$ cat config.mk
export PLATFORM = sky130hd
export DESIGN_NAME = risc_mc_ctrl
export DESIGN_NICKNAME = d
export VERILOG_FILES = /design/src/rtl/risc_mc_ctrl.sv
export SDC_FILE = /design/constraint.sdc
export NUM_CORES = 1
export LEC_CHECK = 0
export CAP_MARGIN = 20
export CORE_MARGIN = 3
export CORE_UTILIZATION = 42
export DETAILED_ROUTE_END_ITERATION = 10
export PLACE_DENSITY = 0.82
export SYNTH_ARGS = -nofsm -noshare
export SYNTH_HDL_FRONTEND = slang
export SYNTH_SLANG_ARGS = --single-unit
$ cat constraint.sdc
create_clock -name clk -period 4.2 [get_ports clk]
set_input_delay 0.84 -clock clk [delete_from_list [all_inputs] [get_ports clk]]
set_output_delay 0.84 -clock clk [all_outputs]
set_load 0.01 [all_outputs]
$ cat src/rtl/risc_mc_ctrl.sv
// risc_mc_ctrl -- multi-cycle sequencing controller for the 32-bit RISC datapath.
//
// Walks every instruction through FETCH/DECODE/EXEC/MEM/WB so that both the
// instruction and the data memory may stretch an access over any number of
// cycles. The datapath strobes are combinational decodes of the state
// register, the opcode latched in DECODE (op_r) and the same-cycle handshake
// inputs. Because of this, an asynchronous reset clears every strobe
// immediately.
//
// Parameters
//   OP_HALT     opcode that stops the sequencer (default 6'b111111)
// Ports
//   clk         rising-edge clock
//   rst         asynchronous, active-low reset
//   opcode      IR[31:26], sampled only in DECODE
//   zero        ALU zero flag, sampled only in EXEC of a beq
//   imem_ready  instruction fetch completes this cycle
//   dmem_ready  data access completes this cycle
//   imem_req    fetch request, held until imem_ready
//   ir_en       IR load strobe
//   pc_en       PC load strobe
//   pc_src      PC source: 00 PC+4, 01 branch target, 10 jump target
//   alu_op      ALU control: 00 add, 01 sub, 10 funct
//   wr1         register-file write
//   sel2        register destination: 0 rt, 1 rd
//   sel3        ALU B input: 0 rt_data, 1 sign-extended immediate
//   sel4        write-back source: 0 ALU, 1 memory
//   cs/rd2/wr2  data-memory select, read and write
//   branch      beq in EXEC
//   state       current state, for debug
//   halted      sequencer stopped
//   illegal     stopped on an undecoded opcode
// Optional feature (macro RISC_MC_PERF_EN)
//   cycle_cnt   active (non IDLE/HALT) cycles, wraps at 2^32
//   instr_cnt   completed instructions, wraps at 2^32
module risc_mc_ctrl #(
  parameter logic [5:0] OP_HALT = 6'b111111
) (
  input  logic       clk,
  input  logic       rst,
  input  logic [5:0] opcode,
  input  logic       zero,
  input  logic       imem_ready,
  input  logic       dmem_ready,
  output logic       imem_req,
  output logic       ir_en,
  output logic       pc_en,
  output logic [1:0] pc_src,
  output logic [1:0] alu_op,
  output logic       wr1,
  output logic       sel2,
  output logic       sel3,
  output logic       sel4,
  output logic       cs,
  output logic       rd2,
  output logic       wr2,
  output logic       branch,
  output logic [2:0] state,
  output logic       halted,
  output logic       illegal
`ifdef RISC_MC_PERF_EN
  ,
  output logic [31:0] cycle_cnt,
  output logic [31:0] instr_cnt
`endif
);

  localparam logic [2:0] ST_IDLE   = 3'd0;
  localparam logic [2:0] ST_FETCH  = 3'd1;
  localparam logic [2:0] ST_DECODE = 3'd2;
  localparam logic [2:0] ST_EXEC   = 3'd3;
  localparam logic [2:0] ST_MEM    = 3'd4;
  localparam logic [2:0] ST_WB     = 3'd5;
  localparam logic [2:0] ST_HALT   = 3'd6;

  localparam logic [5:0] OP_RTYPE = 6'b000000;
  localparam logic [5:0] OP_LW    = 6'b100011;
  localparam logic [5:0] OP_SW    = 6'b101011;
  localparam logic [5:0] OP_BEQ   = 6'b000100;
  localparam logic [5:0] OP_ADDI  = 6'b001000;
  localparam logic [5:0] OP_J     = 6'b000010;

  logic [2:0] state_r;
  logic [2:0] state_s;
  logic [5:0] op_r;          // opcode latched in DECODE (op_q)
  logic       illegal_r;
  logic       bad_op_s;

  function automatic logic is_legal(input logic [5:0] op);
    return (op == OP_RTYPE) || (op == OP_LW) || (op == OP_SW) || (op == OP_BEQ) ||
           (op == OP_ADDI) || (op == OP_J) || (op == OP_HALT);
  endfunction

  assign bad_op_s = (state_r == ST_DECODE) && !is_legal(opcode);

  // Next-state decode; ready inputs only matter in their own wait state.
  always_comb begin
    state_s = state_r;
    case (state_r)
      ST_IDLE:   state_s = ST_FETCH;
      ST_FETCH:  begin
        if (imem_ready) begin
          state_s = ST_DECODE;
        end else begin
          state_s = ST_FETCH;
        end
      end
      ST_DECODE: begin
        if (opcode == OP_J) begin
          state_s = ST_FETCH;
        end else if ((opcode == OP_HALT) || !is_legal(opcode)) begin
          state_s = ST_HALT;
        end else begin
          state_s = ST_EXEC;
        end
      end
      ST_EXEC: begin
        case (op_r)
          OP_RTYPE, OP_ADDI: state_s = ST_WB;
          OP_LW, OP_SW:      state_s = ST_MEM;
          default:           state_s = ST_FETCH;
        endcase
      end
      ST_MEM: begin
        if (!dmem_ready) begin
          state_s = ST_MEM;
        end else if (op_r == OP_LW) begin
          state_s = ST_WB;
        end else begin
          state_s = ST_FETCH;
        end
      end
      ST_WB:   state_s = ST_FETCH;
      ST_HALT: state_s = ST_HALT;
      default: state_s = ST_IDLE;
    endcase
  end

  // State register.
  always_ff @(posedge clk or negedge rst) begin
    if (!rst) begin
      state_r <= ST_IDLE;
    end else begin
      state_r <= state_s;
    end
  end

  // Opcode latch, loaded only while in DECODE.
  always_ff @(posedge clk or negedge rst) begin
    if (!rst) begin
      op_r <= 6'b000000;
    end else if (state_r == ST_DECODE) begin
      op_r <= opcode;
    end else begin
      op_r <= op_r;
    end
  end

  // Sticky flag recording that the halt came from an undecoded opcode.
  always_ff @(posedge clk or negedge rst) begin
    if (!rst) begin
      illegal_r <= 1'b0;
    end else if (bad_op_s) begin
      illegal_r <= 1'b1;
    end else begin
      illegal_r <= illegal_r;
    end
  end

  // Datapath strobe decode; ALU and mux selects stay put from EXEC through WB.
  always_comb begin
    imem_req = 1'b0;
    ir_en    = 1'b0;
    pc_en    = 1'b0;
    pc_src   = 2'b00;
    alu_op   = 2'b00;
    wr1      = 1'b0;
    sel2     = 1'b0;
    sel3     = 1'b0;
    sel4     = 1'b0;
    cs       = 1'b0;
    rd2      = 1'b0;
    wr2      = 1'b0;
    branch   = 1'b0;
    case (state_r)
      ST_FETCH: begin
        imem_req = 1'b1;
        if (imem_ready) begin
          ir_en = 1'b1;
          pc_en = 1'b1;
        end else begin
          ir_en = 1'b0;
        end
      end
      ST_DECODE: begin
        // j resolves here, so it reads the live opcode rather than op_r.
        if (opcode == OP_J) begin
          pc_en  = 1'b1;
          pc_src = 2'b10;
        end else begin
          pc_en = 1'b0;
        end
      end
      ST_EXEC: begin
        case (op_r)
          OP_RTYPE: alu_op = 2'b10;
          OP_LW, OP_SW, OP_ADDI: begin
            alu_op = 2'b00;
            sel3   = 1'b1;
          end
          OP_BEQ: begin
            alu_op = 2'b01;
            branch = 1'b1;
            if (zero) begin
              pc_en  = 1'b1;
              pc_src = 2'b01;
            end else begin
              pc_en = 1'b0;
            end
          end
          default: alu_op = 2'b00;
        endcase
      end
      ST_MEM: begin
        cs   = 1'b1;
        sel3 = 1'b1;
        rd2  = (op_r == OP_LW);
        wr2  = (op_r == OP_SW);
      end
      ST_WB: begin
        case (op_r)
          OP_RTYPE: begin
            wr1    = 1'b1;
            alu_op = 2'b10;
            sel2   = 1'b1;
          end
          OP_LW: begin
            wr1  = 1'b1;
            sel3 = 1'b1;
            sel4 = 1'b1;
          end
          OP_ADDI: begin
            wr1  = 1'b1;
            sel3 = 1'b1;
          end
          default: wr1 = 1'b0;
        endcase
      end
      default: imem_req = 1'b0;
    endcase
  end

  assign state   = state_r;
  assign halted  = (state_r == ST_HALT);
  assign illegal = illegal_r;

`ifdef RISC_MC_PERF_EN
  logic        instr_done_s;
  logic        active_s;
  logic [31:0] cycle_cnt_r;
  logic [31:0] instr_cnt_r;

  // Completion points: WB exit, sw MEM exit, beq EXEC exit, j DECODE exit.
  always_comb begin
    active_s     = (state_r != ST_IDLE) && (state_r != ST_HALT);
    instr_done_s = (state_r == ST_WB) ||
                   ((state_r == ST_MEM) && dmem_ready && (op_r == OP_SW)) ||
                   ((state_r == ST_EXEC) && (op_r == OP_BEQ)) ||
                   ((state_r == ST_DECODE) && (opcode == OP_J));
  end

  // Active-cycle counter; naturally frozen in IDLE and HALT.
  always_ff @(posedge clk or negedge rst) begin
    if (!rst) begin
      cycle_cnt_r <= 32'd0;
    end else if (active_s) begin
      cycle_cnt_r <= cycle_cnt_r + 32'd1;
    end else begin
      cycle_cnt_r <= cycle_cnt_r;
    end
  end

  // Retired-instruction counter.
  always_ff @(posedge clk or negedge rst) begin
    if (!rst) begin
      instr_cnt_r <= 32'd0;
    end else if (instr_done_s) begin
      instr_cnt_r <= instr_cnt_r + 32'd1;
    end else begin
      instr_cnt_r <= instr_cnt_r;
    end
  end

  assign cycle_cnt = cycle_cnt_r;
  assign instr_cnt = instr_cnt_r;
`endif

endmodule

==> summary.md <==
| Metric | Value |
|---|---|
| Worst-margin pin slew | `about 600 ps` |
| Syn avg cell area | `just under 9 µm²` |
| Yosys cell types | `27` |
| Fill cell count | `around 130` |
| CTS tree | `yes` |
| EDFF count, synth | `0` |
| Hold_buf cts | `0` |
| Wirelength, routed | `1830 µm` |
| CP Cell Sequence | `clkdlybuf4s50_1 -> nor4_1 -> nand3b_1 -> nor3_1 -> a211o_1 -> clkdlybuf4s50_1` |
| Dpl cells | `119` |
| Slew margin rel. | `60.3%` |
| Clk sinks | `10` |
| Layout cells sized above 1 | `10.3%` |
| Async SR Flop Fraction | `between 90% and 100%` |
| Slowest-stage cell, CP | `clkdlybuf4s50_1` |
| TNS Setup | `0 ps` |
| Commonest cells in the netlist | `dfrtp_1 (10), nand2_1 (9), nor2_1 (8)` |
| Gr usage total | `20.6%` |
| Via density | `5.86` |
| Gate power share | `49.8%` |
| Yosys reg bits | `10` |
| FF+latch area | `250 µm²` |
| CTS root buf | `clkbuf_4` |
| Status | `finished, final reports clean` |
| Worst-Skew Late Latency | `roughly 250 ps` |
| Post-cts resize count | `0` |
| Met2 GRT Util | `a little under two fifths` |
| Max Cap Viol | `0` |
| Remaining Overflow, GRT | `0` |
| M1 GR Usage | `roughly 24%` |
| Row count | `13` |
| Starting Density | `47.9%` |
| Endpoints failing hold | `0` |
| First-pass GRT wire length | `~3200 µm` |
| P_sw | `221 µW` |
| Fmax | `about 280 MHz` |
| CTS Buf Count | `3` |
| CTS Buffer Depth | `2` |
| Chip width | `about 46 µm` |
| Clk pwr share | `11.0%` |
| Port bufs | `30` |
| Data required, critical path | `approximately 3400 ps` |
| Footprint of the multi-input gates | `393 µm²` |
| Reg clk slew, reported paths | `60 ps` |
| Int Power | `333 µW` |
| Vias in the first global route | `724` |
| Ys flop type | `dfrtp_1` |
| Area contributors post-synth | `dfrtp_1 (38%), mux2_2 (10%), nor3_1 (5.3%), nand2_1 (5.1%), nand3b_1 (4.5%)` |
| Fin util | `72.0%` |
| Netlist Area Pre-Place | `between 600 and 700 µm²` |
| Die height | `45.7 µm` |
| Syn_nets | `87` |
| Final max-slew violation count | `0` |
| VDD IR max | `about 0.34 mV` |
| Grt met3 use | `slightly below 4%` |
| Skew final | `between 0.5 and 0.6 ps` |
| Die Area | `around 2100 µm²` |
| Seq/Total Area, Yosys | `37.8%` |
| I/O Pins | `31` |
| Core area | `1380 µm²` |
| DRC | `0` |
| Sw Ratio | `roughly two fifths` |
| Final #Nets | `120` |
| Synth warnings | `0` |
| Final setup viols | `0` |
| Worst EP arrival | `2730 ps` |
| Syn-to-layout area delta | `50.5%` |
| DRT iter0 DRCs | `7` |
| Top cell type's share of synthesized area | `37.8%` |
| Post-route minimum period | `3570 ps` |
| Setup crit start kind | `input pin` |
| First-pass detailed-route iteration total | `4` |
| Yosys top cell by area | `dfrtp_1` |
| Crit. End Element | `output pin` |
| Crit-path max cell delay | `about 530 ps` |
| Most used cell, CP | `clkdlybuf4s50_1` |
| Final period util | `about 85%` |
| Mapped Cells | `76` |
| Final HPWL DP | `1470 µm` |
| WS Path Type | `input pin to output pin` |
| Setup bufs post-CTS | `0` |
| Leak | `0.375 nW` |
| Top-count cell post-synth | `dfrtp_1` |
| Placer Congestion | `0.781` |
| Largest net degree at the start of global routing | `15` |
| Sequential Power Share | `39.2%` |
| Initial antenna violation count | `0` |
| Via count | `715` |
| CTS H-tree lvls | `1` |
| Worst-path fanout max | `6` |
| RSZ-0062 raised after global routing | `no` |
| ANT nets after route | `0` |
| Most Crowded Layer GR | `met2` |
| DR WL/cell | `around 15 µm` |
| Cell area power density | `557 nW/µm²` |
| Final Non-Filler Cells | `122` |
| ANT cells | `0` |
| Worst hold path class | `register to register` |
-- cell families after synthesis --
| logic type | count (synthesis) | share of synthesized area [%] |
|---|---|---|
| compound gates | 13 | 14.6 |
| simple gates | 42 | 34.6 |
| flops | 10 | 37.8 |
| mux | 6 | 10.2 |
| buf+inv | 5 | 2.84 |
-- cell type report --
type	count	area share [%]
clock buffers	3	2.26
well taps	15	1.88
inverters	3	1.13
multi-input cells	61	39.4
flip-flops and latches	10	25.1
repair buffers	30	30.2
-- cell usage in the layout (no fill, tap or decap) --
master / Yosys / final
and4_1: 1 / 1
clkdlybuf4s50_1: 0 / 30
inv_1: 3 / 3
or4_1: 1 / 1
o21ai_0: 4 / 4
and4bb_2: 1 / 1
nand2b_1: 2 / 2
nor2_1: 8 / 8
nand2_1: 9 / 9
nand4b_1: 1 / 1
a211o_1: 1 / 1
o21bai_1: 1 / 1
nand3_1: 2 / 2
and2_1: 1 / 1
nand3b_1: 4 / 4
clkbuf_4: 0 / 3
or2b_1: 1 / 1
a21oi_1: 2 / 2
a31oi_2: 1 / 1
nor4_1: 2 / 2
nor3_1: 7 / 7
mux2_2: 6 / 6
nor3b_1: 1 / 1
nand4_1: 1 / 1
a2111o_1: 1 / 1
a31oi_1: 1 / 1
dfrtp_1: 10 / 10
a32o_1: 2 / 2
-- through the flow --
step	power [mW]	setup slack, ps	cell area, µm²	hold WS [ps]
2_1_floorplan	0.361	1600	662	496
3_3_place_gp	0.483	676	973	466
3_5_place_dp	0.492	644	973	474
4_1_cts	0.554	624	996	497
5_1_grt	0.603	484	996	537
6_report	0.555	635	996	493
-- power groups by stage --
stage | Sequential [mW] | Combinational [mW] | Clock, mW
after floorplan | 0.190 | 0.171 | 0
after global placement | 0.214 | 0.270 | 0
after detailed placement | 0.215 | 0.276 | 0
after CTS | 0.214 | 0.278 | 0.0612
after global routing | 0.229 | 0.305 | 0.0693
final | 0.217 | 0.276 | 0.0613
-- worst max-delay path, delay by kind of cell --
kind            cells  cell delay, ps
simple gates        3             720
compound gates      1             140
buf+inv             2            1020
-- final timing paths --
kind                            depth (start not counted)  slack, ps  endpoint      start
worst max-delay path                                    6        630     pc_en  opcode[0]
worst min-delay path                                    1        490   illegal    illegal
worst max register to register                          3       2440   op_r[0]   state[0]
worst min register to register                          1        490   illegal    illegal
max in group asynchronous                               1       2990  state[0]        rst
min in group asynchronous                               1        900   op_r[5]        rst
-- sequential cells by signal (all words and copies together) (netlist names) --
register  count
illegal       1
op_r          6
state         3
-- per-layer routing --
metal	share of wire (%)	vias up	wire (µm)
met5	0	-	0
met4	0.82	0	15
met3	8.6	2	157
met2	52	37	958
met1	38	331	697
li1	-	345	-
(Power assumes the default switching activity.)
